<file path="config.mk">
export PLATFORM = sky130hd
export DESIGN_NAME = operation_encoder_flat
export DESIGN_NICKNAME = d
export VERILOG_FILES = /design/src/rtl/op_pkg.sv /design/src/rtl/operation_encoder_if.sv /design/src/rtl/operation_encoder_ps2_seq_parser.sv /design/src/rtl/operation_encoder.sv /design/src/flat_wrapper.sv
export SDC_FILE = /design/constraint.sdc
export NUM_CORES = 1
export LEC_CHECK = 0
export CAP_MARGIN = 40
export CORE_MARGIN = 1
export CORE_UTILIZATION = 54
export CTS_BUF_LIST = sky130_fd_sc_hd__clkbuf_2 sky130_fd_sc_hd__clkbuf_4 sky130_fd_sc_hd__clkbuf_8
export DETAILED_ROUTE_END_ITERATION = 8
export PLACE_DENSITY = 0.91
export RECOVER_POWER = 100
export SKIP_CTS_REPAIR_TIMING = 1
export SYNTH_ARGS = -nofsm -noshare
export SYNTH_HDL_FRONTEND = slang
export SYNTH_SLANG_ARGS = --single-unit
</file>
<file path="constraint.sdc">
create_clock -name clk -period 2.05 [get_ports clk]
set_input_delay 0.41 -clock clk [delete_from_list [all_inputs] [get_ports clk]]
set_output_delay 0.41 -clock clk [all_outputs]
set_load 0.02 [all_outputs]
</file>
<file path="src/rtl/op_pkg.sv">
// ---------------------------------------------------------------------------
// op_pkg
// Shared definitions for the driving-control path: operation encodings
// consumed by the physics engine, game-state encodings from the state
// encoder, PS/2 prefix bytes and the driving-key scan codes.
// Also holds the parser state type, the held-key record and the
// left/right and forward/back conflict-resolution function.
// ---------------------------------------------------------------------------
package op_pkg;

    typedef enum logic [2:0] {
        OP_NIL      = 3'd0,
        OP_FORWARD  = 3'd1,
        OP_BACKWARD = 3'd2,
        OP_LEFT     = 3'd3,
        OP_RIGHT    = 3'd4
    } op_e;

    // Game state in which the driving outputs are live.
    localparam logic [2:0] STATE_RACE = 3'd2;

    // PS/2 set-2 prefix bytes.
    localparam logic [7:0] PREFIX_EXT = 8'hE0;
    localparam logic [7:0] PREFIX_BRK = 8'hF0;

    // Plain (WASD + shift) scan codes.
    localparam logic [7:0] CODE_FWD   = 8'h1D;
    localparam logic [7:0] CODE_BWD   = 8'h1B;
    localparam logic [7:0] CODE_LEFT  = 8'h1C;
    localparam logic [7:0] CODE_RIGHT = 8'h23;
    localparam logic [7:0] CODE_BOOST = 8'h12;

    // Extended (E0-prefixed) arrow scan codes.
    localparam logic [7:0] EXT_CODE_UP    = 8'h75;
    localparam logic [7:0] EXT_CODE_DOWN  = 8'h72;
    localparam logic [7:0] EXT_CODE_LEFT  = 8'h6B;
    localparam logic [7:0] EXT_CODE_RIGHT = 8'h74;

    typedef enum logic [1:0] {
        PS_IDLE,
        PS_EXT,
        PS_BRK,
        PS_EXT_BRK
    } parse_state_e;

    // One bit per logical key; a WASD key and its arrow alias share a bit.
    typedef struct packed {
        logic fwd;
        logic bwd;
        logic left;
        logic right;
        logic boost;
    } held_t;

    // Horizontal keys take priority over vertical ones. Within an axis,
    // a single held key wins outright; when both are held the most
    // recently pressed one (last_h / last_v) wins.
    function automatic op_e resolve(held_t held, op_e last_h, op_e last_v);
        op_e result;
        result = OP_NIL;
        if (held.left && held.right) begin
            result = last_h;
        end else if (held.left) begin
            result = OP_LEFT;
        end else if (held.right) begin
            result = OP_RIGHT;
        end else if (held.fwd && held.bwd) begin
            result = last_v;
        end else if (held.fwd) begin
            result = OP_FORWARD;
        end else if (held.bwd) begin
            result = OP_BACKWARD;
        end
        return result;
    endfunction

endpackage

</file>
<file path="src/rtl/operation_encoder_if.sv">
// ---------------------------------------------------------------------------
// operation_encoder_if
// Bundles the keyboard byte stream, the game state and the driving outputs.
//   key_valid      : one-cycle strobe, key_code valid this cycle
//   key_code[7:0]  : byte from the PS/2 receiver
//   state[2:0]     : current game state
//   operation_code : 0 NIL, 1 FORWARD, 2 BACKWARD, 3 LEFT, 4 RIGHT
//   boost          : boost requested
// master = producer of bytes/state (and consumer of outputs); slave = encoder.
// ---------------------------------------------------------------------------
interface operation_encoder_if;
    logic       key_valid;
    logic [7:0] key_code;
    logic [2:0] state;
    logic [2:0] operation_code;
    logic       boost;

    modport master (
        output key_valid, key_code, state,
        input  operation_code, boost
    );

    modport slave (
        input  key_valid, key_code, state,
        output operation_code, boost
    );
endinterface

</file>
<file path="src/rtl/operation_encoder_ps2_seq_parser.sv">
// ---------------------------------------------------------------------------
// ps2_seq_parser
// Prefix FSM for PS/2 set-2 make/break/extended sequences. Emits a
// single-cycle event in the same cycle as the final byte of a sequence.
//   clk, rst_n          : clock, async active-low reset
//   key_valid, key_code : incoming byte strobe and data
//   ev_valid            : a complete sequence ended this cycle
//   ev_make             : 1 = make, 0 = break
//   ev_ext              : sequence carried the E0 prefix
//   ev_code             : final byte of the sequence
// ---------------------------------------------------------------------------
module ps2_seq_parser
    import op_pkg::*;
(
    input  logic       clk,
    input  logic       rst_n,
    input  logic       key_valid,
    input  logic [7:0] key_code,
    output logic       ev_valid,
    output logic       ev_make,
    output logic       ev_ext,
    output logic [7:0] ev_code
);

    parse_state_e state_q, state_d;

    always_comb begin
        // NOTE: every signal gets a default before the case so no path
        // leaves one unassigned, which would infer a latch.
        state_d  = state_q;
        ev_valid = 1'b0;
        ev_make  = 1'b0;
        ev_ext   = 1'b0;
        ev_code  = key_code;

        if (key_valid) begin
            unique case (state_q)
                PS_IDLE: begin
                    if (key_code == PREFIX_EXT) begin
                        state_d = PS_EXT;
                    end else if (key_code == PREFIX_BRK) begin
                        state_d = PS_BRK;
                    end else begin
                        ev_valid = 1'b1;
                        ev_make  = 1'b1;
                    end
                end
                PS_EXT: begin
                    // A repeated E0 keeps us waiting for the extended byte.
                    if (key_code == PREFIX_BRK) begin
                        state_d = PS_EXT_BRK;
                    end else if (key_code != PREFIX_EXT) begin
                        ev_valid = 1'b1;
                        ev_make  = 1'b1;
                        ev_ext   = 1'b1;
                        state_d  = PS_IDLE;
                    end
                end
                PS_BRK: begin
                    ev_valid = 1'b1;
                    state_d  = PS_IDLE;
                end
                PS_EXT_BRK: begin
                    ev_valid = 1'b1;
                    ev_ext   = 1'b1;
                    state_d  = PS_IDLE;
                end
                default: state_d = PS_IDLE;
            endcase
        end
    end

    always_ff @(posedge clk or negedge rst_n) begin
        // NOTE: state registers use non-blocking assignment so every flop
        // samples pre-edge values regardless of process ordering.
        if (!rst_n) begin
            state_q <= PS_IDLE;
        end else begin
            state_q <= state_d;
        end
    end

endmodule

</file>
<file path="src/rtl/operation_encoder.sv">
// ---------------------------------------------------------------------------
// operation_encoder
// Turns the PS/2 byte stream into the registered per-cycle operation_code
// and boost for the physics engine. Tracks held driving keys, resolves
// conflicts last-pressed-wins, and forces outputs to zero outside the
// race state.
//   clk, rst_n : clock, async active-low reset
//   bus        : operation_encoder_if.slave (key_valid, key_code, state in;
//                operation_code, boost out)
// ---------------------------------------------------------------------------
module operation_encoder
    import op_pkg::*;
(
    input  logic                 clk,
    input  logic                 rst_n,
    operation_encoder_if.slave   bus
);

    logic       ev_valid;
    logic       ev_make;
    logic       ev_ext;
    logic [7:0] ev_code;

    ps2_seq_parser u_parser (
        .clk       (clk),
        .rst_n     (rst_n),
        .key_valid (bus.key_valid),
        .key_code  (bus.key_code),
        .ev_valid  (ev_valid),
        .ev_make   (ev_make),
        .ev_ext    (ev_ext),
        .ev_code   (ev_code)
    );

    held_t held_q, held_d;
    op_e   last_h_q, last_h_d;
    op_e   last_v_q, last_v_d;
    op_e   op_q, op_d;
    logic  boost_q, boost_d;

    logic hit_fwd, hit_bwd, hit_left, hit_right, hit_boost;

    always_comb begin
        hit_fwd   = (!ev_ext && ev_code == CODE_FWD)   || (ev_ext && ev_code == EXT_CODE_UP);
        hit_bwd   = (!ev_ext && ev_code == CODE_BWD)   || (ev_ext && ev_code == EXT_CODE_DOWN);
        hit_left  = (!ev_ext && ev_code == CODE_LEFT)  || (ev_ext && ev_code == EXT_CODE_LEFT);
        hit_right = (!ev_ext && ev_code == CODE_RIGHT) || (ev_ext && ev_code == EXT_CODE_RIGHT);
        // E0 12 is the keyboard's fake shift and must not count as boost.
        hit_boost = !ev_ext && ev_code == CODE_BOOST;

        held_d   = held_q;
        last_h_d = last_h_q;
        last_v_d = last_v_q;

        if (ev_valid) begin
            if (hit_fwd) begin
                held_d.fwd = ev_make;
                if (ev_make) last_v_d = OP_FORWARD;
            end
            if (hit_bwd) begin
                held_d.bwd = ev_make;
                if (ev_make) last_v_d = OP_BACKWARD;
            end
            if (hit_left) begin
                held_d.left = ev_make;
                if (ev_make) last_h_d = OP_LEFT;
            end
            if (hit_right) begin
                held_d.right = ev_make;
                if (ev_make) last_h_d = OP_RIGHT;
            end
            if (hit_boost) begin
                held_d.boost = ev_make;
            end
        end

        // Resolve from the next-state values so a key event shows on the
        // outputs one cycle after its final byte.
        op_d    = resolve(held_d, last_h_d, last_v_d);
        boost_d = held_d.boost && (op_d != OP_NIL);

        if (bus.state != STATE_RACE) begin
            op_d    = OP_NIL;
            boost_d = 1'b0;
        end
    end

    always_ff @(posedge clk or negedge rst_n) begin
        if (!rst_n) begin
            held_q   <= '0;
            last_h_q <= OP_LEFT;
            last_v_q <= OP_FORWARD;
            op_q     <= OP_NIL;
            boost_q  <= 1'b0;
        end else begin
            held_q   <= held_d;
            last_h_q <= last_h_d;
            last_v_q <= last_v_d;
            op_q     <= op_d;
            boost_q  <= boost_d;
        end
    end

    assign bus.operation_code = op_q;
    assign bus.boost          = boost_q;

endmodule

</file>
<file path="src/flat_wrapper.sv">
// flat-port wrapper written by rule: the top's interface ports become plain ports
module operation_encoder_flat import op_pkg::*;
  (clk, rst_n, bus_key_valid, bus_key_code, bus_state, bus_operation_code, bus_boost);
  operation_encoder_if bus_i ();
  input  logic clk;
  input  logic rst_n;
  input wire logic [$bits(bus_i.key_valid)-1:0] bus_key_valid;
  input wire logic [$bits(bus_i.key_code)-1:0] bus_key_code;
  input wire logic [$bits(bus_i.state)-1:0] bus_state;
  output wire logic [$bits(bus_i.operation_code)-1:0] bus_operation_code;
  output wire logic [$bits(bus_i.boost)-1:0] bus_boost;
  assign bus_i.key_valid = bus_key_valid;
  assign bus_i.key_code = bus_key_code;
  assign bus_i.state = bus_state;
  assign bus_operation_code = bus_i.operation_code;
  assign bus_boost = bus_i.boost;
  operation_encoder u_core (.clk(clk), .rst_n(rst_n), .bus(bus_i));
endmodule
</file>
==> results of run 1 <==
-- cells by family after synthesis --
| family | synth area share, % |
|---|---|
| AO/OA/AOI/OAI | 34.7 |
| AND/OR/NAND/NOR | 20.7 |
| buffers and inverters | 3.23 |
| flip-flops | 39.5 |
| multiplexers | 1.84 |
-- synth_stat cells, types with 2 or more instances --
cell type	count
nor2b_1	2
and3b_1	2
o211ai_1	3
nand3b_1	4
and2_1	2
o21ai_0	3
nor3_1	2
dfstp_2	3
nor2_1	9
mux2i_1	2
nor3b_1	2
dfrtp_1	14
a211oi_1	3
a22oi_1	2
a21oi_1	11
nand2_1	9
nand4_1	2
inv_1	7
nand2b_1	2
o21ai_2	2
or4b_1	2
o21a_1	2
o21ai_1	2
-- through the flow --
step | instance area (um2) | util (%)
4_1_cts | 1660 | 91.9
3_5_place_dp | 1630 | 90.3
3_3_place_gp | 1630 | 90.3
2_1_floorplan | 1100 | -
==> impl_metrics.ini, run 1 <==
[status]
outcome = stopped before the end
failed_stage = global routing
stop_error = [ERROR DPL-0038] Utilization greater than 100%, impossible to legalize

[synthesis]
synth.area.top_cells = dfrtp_1 32%, dfstp_2 7.3%, a21oi_1 5.1%
yosys_register_bits = 17
avgSynthCellArea_um2 = 9.53
syn_area_um2 = 1090
synth_top_cell_by_area = dfrtp_1
synth.distinct_cells = 45
synth_nets = 128
synth-async-reset-ratio_pct = 100
synth_top_area_share_pct = 32.3
yosys_warnings = 0
synth_edf_count = 0
synth-seq-area-share_pct = 39.5
synth-main-ff-cell = dfrtp_1
netlist_instances = 114

[floorplan]
die_h_um = 46.8
initial_core_util_pct = 60.3
ios = 18
die_w_um = 46.8
rows = 15

[placed_design]
gp_congestion = 1.03
place_inst = 200
post-place-ws_ps = -926
port-buffer-count = 17
dp_hpwl_um = 2880

[clock_network]
cts_buffer_depth = 2
cts_buffers = 3
htreeDepth = 1
clkSinkCount = 17
cts-root-buf = clkbuf_4

[grt]
grt_max_degree = 18

[timing]
endpoint_type = register data pin
worst_endpoint = u_core.bus.boost$_DFF_PN0_/D
==> run 2: changes to the inputs <==
--- a/config.mk
+++ b/config.mk
@@ -6,11 +6,10 @@
 export NUM_CORES = 1
 export LEC_CHECK = 0
 export CAP_MARGIN = 40
-export CORE_MARGIN = 1
-export CORE_UTILIZATION = 54
-export CTS_BUF_LIST = sky130_fd_sc_hd__clkbuf_2 sky130_fd_sc_hd__clkbuf_4 sky130_fd_sc_hd__clkbuf_8
+export CORE_AREA = 2 2 63 65
 export DETAILED_ROUTE_END_ITERATION = 8
-export PLACE_DENSITY = 0.91
+export DIE_AREA = 0 0 65 67
+export PLACE_DENSITY_LB_ADDON = 0.15
 export RECOVER_POWER = 100
 export SKIP_CTS_REPAIR_TIMING = 1
 export SYNTH_ARGS = -nofsm -noshare
==> run 2 against run 1 <==
  * The flow now finishes, with violations (negative setup slack)
  * Area after synthesis unchanged
  * Synthesized cell count did not move
==> impl_metrics.ini, run 2 <==
[floorplan]
die_h_um = 67
ios = 18
initial_core_util_pct = 30.1
die_w_um = 65
die-area_um2 = 4360
core_area_um2 = 3610
rows = 22

[clock_network]
cts-root-buf = clkbuf_8
cts_buffer_depth = 2
clk_latency_ps = 240
htreeDepth = 1
clk_pin_slew_ps = 60
clkSinkCount = 17
cts_tree = done
cts_buffers = 3

[drt]
ant_nets = 0
drt_iter0_markers = 41
avgRoutedWirePerCell_um = 15.2
vias = 1173
viasPerCell = 5.14
dr.pass1.iters = 4
drc_errors = 0
wl_um = 3470

[timing]
finalSetupViolations = 4
skew_ps = 2.06
slew-limit-headroom_pct = 33.4
grt_setup_unrepaired = true
tightest_slew_ps = 998
hold_viol = 0
layout_setup_ws_ps = -316
finalCritPeriodShare_pct = 115
min_period_ps = 2370
slew_viol_final = 0
max_freq_ghz = 0.423

[synthesis]
synth_mux_area_share_pct = 1.84
yosysMostFrequentCell = dfrtp_1
synth_edf_count = 0
synth-main-ff-cell = dfrtp_1
avgSynthCellArea_um2 = 9.53
synth_nets = 128
yosys_register_bits = 17
synth_compound_area_share_pct = 34.7
synth_adder_area_share_pct = 0
synth-seq-area-share_pct = 39.5
synth.area.top_cells = dfrtp_1 32%, dfstp_2 7.3%, a21oi_1 5.1%
synth_common_cells = 14 x dfrtp_1, 11 x a21oi_1, 9 x nand2_1, 9 x nor2_1, 7 x inv_1
synth_top_family_by_area = compound AO/OA/AOI/OAI gates
yosys_warnings = 0
synth.distinct_cells = 45
synth-async-reset-ratio_pct = 100
synth_top_area_share_pct = 32.3
syn_area_um2 = 1090
synthXorXnorAreaFrac_pct = 0
netlist_instances = 114
synth_simple_gate_area_share_pct = 20.7
synth_top_cell_by_area = dfrtp_1

[power]
pwr-share-clk_pct = 25.4
combinationalPowerShare_pct = 34.5
p_int_mw = 0.681
total_power_mw = 0.959
swShare_pct = 29.0
peakVddDrop_v = 0.000474
p_leak_nw = 0.882
switchingPower_mw = 0.278
seq_power_share_pct = 40.1
power_density_nw_per_um2 = 508

[setup_path]
critPathTopFamily = compound AO/OA/AOI/OAI gates
worstPathCellList = buf_6 > or4b_4 > o2111a_2 > a221oi_4 > o2bb2ai_4 > a41o_1 > o32ai_2 > a211oi_2
worst-path-buf-inv = 1
cp_slowest_cell = or4b_4
worst_ep_required_time_ps = 2170
startpoint_type = input port
worstPathArrival_ps = 2490
worstPathMaxFanout = 7
crit_path_max_incr_delay_ps = 590
crit_path_end_kind = register
path_class = in -> reg

[grt]
grt_overflow = 0
grt_pass1_wl_um = 5640
antenna_found_initial = 0
grt_pass1_vias = 1262
grt_max_degree = 18
grtUsageTotal_pct = 16.9

[placed_design]
port-buffer-count = 17
gp_congestion = 0.862
dp_hpwl_um = 2580
place_area_um2 = 1630

[cells_and_area]
fin_area_um2 = 1890
final_cell_mix = 41 x buf_4, 14 x dfrtp_1, 9 x nor2_1, 9 x a21oi_1, 9 x nand2_1
antennaDiodeCount = 0
fin_util_pct = 52.4
area_growth_pct = 73.8
top_register = u_core.held_q
nets = 195
largest_reg_flops = 5
final_common_cell = buf_4
final_layout_size_suffix_gt1_share_pct = 46.7

[job]
max_cap_viol_count = 0

[worst_hold_path]
hold_class = reg -> reg

[status]
outcome = finished with violations
failed_checks = negative setup slack
run 2: cell counts after synthesis:
Identical to the previous run, type by type.
run 2: through the flow:
step	worst slack [ps]	cells	TNS (ps)	hold slack (ps)
after floorplan	-306	114	-774	114
after detailed placement	-809	219	-7330	482
after global routing	-378	228	-1350	516
after CTS	-585	223	-3810	494
final	-316	228	-928	499
after global placement	-796	219	-6880	463
run 2: power groups by stage:
stage                     Sequential, mW  Clock [mW]  Combinational [mW]
after floorplan                    0.387           0               0.126
after global placement             0.386           0               0.260
after detailed placement           0.387           0               0.269
after CTS                          0.381       0.258               0.271
after global routing               0.388       0.271               0.361
final                              0.385       0.244               0.331
run 2: worst reg2reg max path, delay by kind of cell (launching register included):
kind | cells | cell delay, ps
AO/OA/AOI/OAI | 6 | 1390
flip-flops | 1 | 510
AND/OR/NAND/NOR | 1 | 210
run 2: cells by family after synthesis:
logic type / Yosys count
buffers and inverters: 9
DFF: 17
and+or+nand+nor: 40
AOI/OAI and AO/OA: 46
muxes: 2
run 2: path summary, 6_finish.rpt:
path,startpoint,end,slack [ps],cells after the start
max,bus_key_code[1],u_core.bus.boost,-320,8
min,u_core.last_v_q[0],u_core.last_v_q[0],500,2
max reg2reg,u_core.u_parser.state_q[0],u_core.bus.boost,-120,7
min reg2reg,u_core.last_v_q[0],u_core.last_v_q[0],500,2
max in group asynchronous,rst_n,u_core.bus.operation_code[1],600,2
min in group asynchronous,rst_n,u_core.u_parser.state_q[1],850,2
run 2: final cells by class:
cell class	instances	area [um2]
fill	354	1720
timing repair buffer	64	544
multi-input combinational	88	783
clock buffer	4	45.0
sequential	17	429
tap	48	60.1
inverter	7	26.3
run 2: layer usage:
| metal | wire (um) | up-vias | GRT usage, % |
|---|---|---|---|
| li1 | - | 570 | - |
| met1 | 1530 | 574 | 20.3 |
| met2 | 1800 | 23 | 31.4 |
| met3 | 91 | 6 | 1.86 |
| met4 | 51 | 0 | 5.05 |
| met5 | 0 | - | 0 |
Note: power is estimated with default switching activity, not from simulation.
==> run 3: changes to the inputs <==
==> constraint.sdc (replaced) <==
create_clock -name clk -period 2.95 [get_ports clk]
set_input_delay 0.59 -clock clk [delete_from_list [all_inputs] [get_ports clk]]
set_output_delay 0.59 -clock clk [all_outputs]
set_load 0.02 [all_outputs]
==> run 3 against run 2 <==
  * The run now ends clean
  * Sequential power fell by 31%
  * Count of clock-buffer cells in the layout fell by 1
  * Non-clock buffer count fell by 16
  * Clock power fell by 28%
  * Hold slack got worse by 12 ps
  * Setup slack improved by 440 ps
  * Sequential cell count did not move
  * Combinational power fell by 46%
  * Die area did not move
  * Sequential share of layout area rose by 4.2 points
  * Critical endpoint unchanged
  * Largest power group unchanged
==> impl_metrics.ini, run 3 (same netlist as run 2, synthesis figures left out) <==
[worst_hold_path]
holdPathEnd = u_core.held_q[0]
hold_class = reg -> reg
hold_depth = 2
min-delay-start = u_core.held_q[0]

[power]
total_power_mw = 0.619
p_int_mw = 0.444
switchingPower_mw = 0.175
seq_power_share_pct = 42.7
p_leak_nw = 0.726
swShare_pct = 28.2
combinationalPowerShare_pct = 28.9
pwr-share-clk_pct = 28.4
peakVddDrop_v = 0.000261
power_density_nw_per_um2 = 388

[drt]
dr.pass1.iters = 4
avgRoutedWirePerCell_um = 14.0
ant_nets = 0
wl_um = 2960
drt_iter0_markers = 26
vias = 1090
viasPerCell = 5.14
drc_errors = 0

[timing]
hold_viol = 0
max_freq_ghz = 0.354
slew_viol_final = 0
slew-limit-headroom_pct = 47.5
skew_ps = 10.2
finalSetupViolations = 0
whs_ps = 487
grt_setup_unrepaired = false
tightest_slew_ps = 784
finalCritPeriodShare_pct = 95.7
min_period_ps = 2820

[cells_and_area]
nets = 179
top_register = u_core.held_q
multiInputGateArea_um2 = 632
area_growth_pct = 47.0
antennaDiodeCount = 0
fin_util_pct = 44.3
final_common_cell = buf_4
final_layout_size_suffix_gt1_share_pct = 29.9
largest_reg_flops = 5
register_area_um2 = 429
fin_area_um2 = 1600
final_cell_mix = 29 x buf_4, 14 x dfrtp_1, 12 x clkdlybuf4s50_1, 11 x a21oi_1
nFillCells = 368

[grt]
antenna_found_initial = 0
grt_pass1_wl_um = 5140
grt_overflow = 0
grtUsageTotal_pct = 15.4
grt_pass1_vias = 1127
grt_max_degree = 18

[placed_design]
port-buffer-count = 17
place_area_um2 = 1540
dp_hpwl_um = 2330
gp_congestion = 0.832

[floorplan]
rows = 22
die-area_um2 = 4360
initial_core_util_pct = 30.1
ios = 18
core_area_um2 = 3610
die_h_um = 67
die_w_um = 65

[setup_path]
critPathTopFamily = compound AO/OA/AOI/OAI gates
path_class = in -> reg
worstReg2RegStart = u_core.u_parser.state_q[0]
worst_r2r_path_depth = 7
worstPathMaxFanout = 7
crit_path_max_incr_delay_ps = 580
worstPathCellList = clkdlybuf4s50_1 > or4b_4 > o2111a_2 > a221oi_2 > o2bb2ai_2 > a41o_1 > o32ai_1 > a211oi_1
reg2reg_slack_ps = 890
worst-path-buf-inv = 1
worstPathArrival_ps = 2960
cp_slowest_cell = or4b_4
worst_ep_required_time_ps = 3080
reg2reg_to = u_core.bus.boost
startpoint_type = input port
crit_path_end_kind = register

[clock_network]
cts_tree = done
cts_buffer_depth = 2
htreeDepth = 1
clk_latency_ps = 250
cts-root-buf = clkbuf_8
clk_pin_slew_ps = 70
cts_buffers = 3
clkSinkCount = 17

[status]
outcome = complete, no violations

[job]
max_cap_viol_count = 0
[run 3: area by class of cell]
cell class              instances  share of cell area, %
multi-input cells              88                   39.6
flip-flops and latches         17                   26.9
repair buffers                 48                   25.2
well taps                      48                   3.76
clock buffers                   3                   2.59
inverters                       7                   1.65
clock inverters                 1                  0.313
[run 3: worst max path at each step]
stage / depth (start not counted) / from / endpoint
CTS: 9 / bus_key_code[2] / u_core.bus.boost
finish: 8 / bus_key_code[2] / u_core.bus.boost
global placement: 9 / bus_key_code[0] / u_core.bus.boost
floorplan: 8 / bus_key_code[2] / u_core.bus.boost
global route: 8 / bus_key_code[2] / u_core.bus.boost
detailed placement: 8 / bus_key_code[2] / u_core.bus.boost
[run 3: metal layers]
metal	vias up	part of all wire, %	GRT usage (%)
li1	542	-	-
met1	523	48	19.4
met2	23	48	25.8
met3	2	3.6	2.36
met4	0	1.1	6.91
met5	-	0	0
[run 3: worst min-delay path: stages (launching register included)]
cell     delay [ps]
dfrtp_1         320
a21oi_1          90
inv_1            50
[run 3: power by group through the flow]
stage | Sequential, mW | Combinational, mW | Clock, mW
2_1_floorplan | 0.269 | 0.0867 | 0
6_report | 0.264 | 0.179 | 0.176
4_1_cts | 0.264 | 0.184 | 0.181
3_5_place_dp | 0.268 | 0.183 | 0
5_1_grt | 0.266 | 0.196 | 0.192
3_3_place_gp | 0.269 | 0.182 | 0
[run 3: stage by stage]
stage	setup TNS [ps]	std cells	setup WS, ps
2_1_floorplan	0	114	356
3_3_place_gp	-536	208	-205
3_5_place_dp	-449	208	-163
4_1_cts	0	212	92.7
5_1_grt	0	212	20.5
6_report	0	212	126
==> run 4: changes to the inputs <==
--- a/config.mk
+++ b/config.mk
@@ -10,7 +10,7 @@
 export DETAILED_ROUTE_END_ITERATION = 8
 export DIE_AREA = 0 0 65 67
 export PLACE_DENSITY_LB_ADDON = 0.15
-export RECOVER_POWER = 100
+export RECOVER_POWER = 25
 export SKIP_CTS_REPAIR_TIMING = 1
 export SYNTH_ARGS = -nofsm -noshare
 export SYNTH_HDL_FRONTEND = slang
==> run 4 against run 3 <==
  * Routed wire length up 0.61%
  * Critical path depth is 1 higher
  * Via count down 0.28%
  * Clock power hardly changed
  * Hold slack gained 1.6 ps
  * Critical path type unchanged
==> impl_metrics.ini, run 4 (same netlist as run 2, synthesis figures left out) <==
[timing]
slew-limit-headroom_pct = 47.5
skew_ps = 10.1
max_freq_ghz = 0.357
slew_viol_final = 0
min_period_ps = 2800
hold_viol = 0
finalSetupViolations = 0
grt_setup_unrepaired = false
tightest_slew_ps = 784
finalCritPeriodShare_pct = 94.9

[floorplan]
die-area_um2 = 4360
initial_core_util_pct = 30.1
rows = 22
die_h_um = 67
core_area_um2 = 3610
ios = 18
die_w_um = 65

[setup_path]
worstPathArrival_ps = 2930
crit_path_end = u_core.bus.boost
worst_r2r_path_depth = 7
worst_ep_required_time_ps = 3090
reg2reg_to = u_core.bus.boost
worstReg2RegStart = u_core.u_parser.state_q[0]
critPathTopFamily = compound AO/OA/AOI/OAI gates
crit_path_end_kind = register
worstPathMaxFanout = 7
worst-path-buf-inv = 2
startpoint = bus_key_code[2]
reg2reg_slack_ps = 860
path_class = in -> reg
startpoint_type = input port
cp.depth = 9
cp_slowest_cell = or4b_4
worstPathCellList = clkdlybuf4s50_1 > or4b_4 > buf_4 > o31a_1 > a32oi_1 > o2bb2ai_2 > o21ai_1 > a22oi_1 > a211oi_1
crit_path_max_incr_delay_ps = 580

[drt]
drc_errors = 0
drt_iter0_markers = 38
viasPerCell = 5.13
dr.pass1.iters = 4
wl_um = 2980
avgRoutedWirePerCell_um = 14.0
vias = 1087
ant_nets = 0

[clock_network]
cts_buffer_depth = 2
clkSinkCount = 17
clk_latency_ps = 260
htreeDepth = 1
clk_pin_slew_ps = 70
cts-root-buf = clkbuf_8
cts_buffers = 3
cts_tree = done

[power]
p_leak_nw = 0.714
peakVddDrop_v = 0.000261
power_density_nw_per_um2 = 391

[cells_and_area]
nFillCells = 368
fin_util_pct = 44.5
register_area_um2 = 429
multiInputGateArea_um2 = 639
antennaDiodeCount = 0
final_cell_mix = 31 x buf_4, 16 x clkdlybuf4s50_1, 14 x dfrtp_1, 11 x a21oi_1
top_register = u_core.held_q
final_layout_size_suffix_gt1_share_pct = 30.5
largest_reg_flops = 5
area_growth_pct = 47.7
nets = 179
fin_cells = 212
final_common_cell = buf_4

[grt]
grt_pass1_wl_um = 5140
grtUsageTotal_pct = 15.4
grt_max_degree = 18
grt_pass1_vias = 1127
grt_overflow = 0
antenna_found_initial = 0

[placed_design]
place_inst = 208
port-buffer-count = 17
gp_congestion = 0.832
dp_hpwl_um = 2330

[status]
outcome = complete, no violations

[job]
max_cap_viol_count = 0

[worst_hold_path]
hold_class = reg -> reg
## run 4: cell count changes in the layout (fill, tap and decap cells not counted)
cell and delta:
clkdlybuf4s50_1 +4, dlygate4sd3_1 -4, buf_4 +2, clkbuf_4 -2, o32ai_1 -1, o32ai_2 +1
## run 4: through the flow
| step | area (um2) | TNS (ps) | setup WS (ps) | hold WS (ps) | power (mW) |
|---|---|---|---|---|---|
| finish | 1600 | 0 | 151 | 488 | 0.627 |
| global route | 1600 | 0 | 16.0 | 507 | 0.661 |
| CTS | 1590 | 0 | 92.7 | 497 | 0.629 |
| detailed placement | 1540 | -449 | -163 | 481 | 0.451 |
| global placement | 1540 | -536 | -205 | 476 | 0.451 |
| floorplan | 1090 | 0 | 356 | 294 | 0.355 |
## run 4: per-layer routing
layer	vias to the layer above	global-route usage (%)	routed length (um)
met4	0	6.91	52
met5	-	0	0
met2	25	25.8	1390
met3	4	2.36	105
li1	539	-	-
met1	519	19.4	1430
## run 4: report_power, final
part	internal, mW	leakage, nW	switching [mW]
Clock	0.0938	0.0255	0.0836
Combinational	0.0997	0.476	0.0856
Sequential	0.254	0.212	0.00966
Total	0.448	0.714	0.179
## run 4: worst reg2reg max path: stages, from the launching register on
cell and delay, ps:
dfrtp_1 500, and3b_1 200, o211ai_1 120, a21oi_1 300, a21oi_1 130, o41ai_2 380
o32ai_2 140, a211oi_1 240
## run 4: layout make-up
class / instances / area share [%]
clock buffers: 3 / 2.57
inverters: 7 / 1.64
clock inverters: 1 / 0.312
well taps: 48 / 3.74
repair buffers: 48 / 25.1
multi-input cells: 88 / 39.9
flip-flops and latches: 17 / 26.8
## run 4: worst min path at each step
stage                                   from            endpoint  slack [ps]  cells after the start
final                       u_core.held_q[0]    u_core.held_q[0]         490                      2
after global routing      u_core.last_v_q[0]  u_core.last_v_q[0]         510                      2
after global placement    u_core.last_v_q[0]  u_core.last_v_q[0]         480                      2
after floorplan                        rst_n    u_core.bus.boost         290                      0
after detailed placement    u_core.held_q[0]    u_core.held_q[0]         480                      2
after CTS                   u_core.held_q[0]    u_core.held_q[0]         500                      2
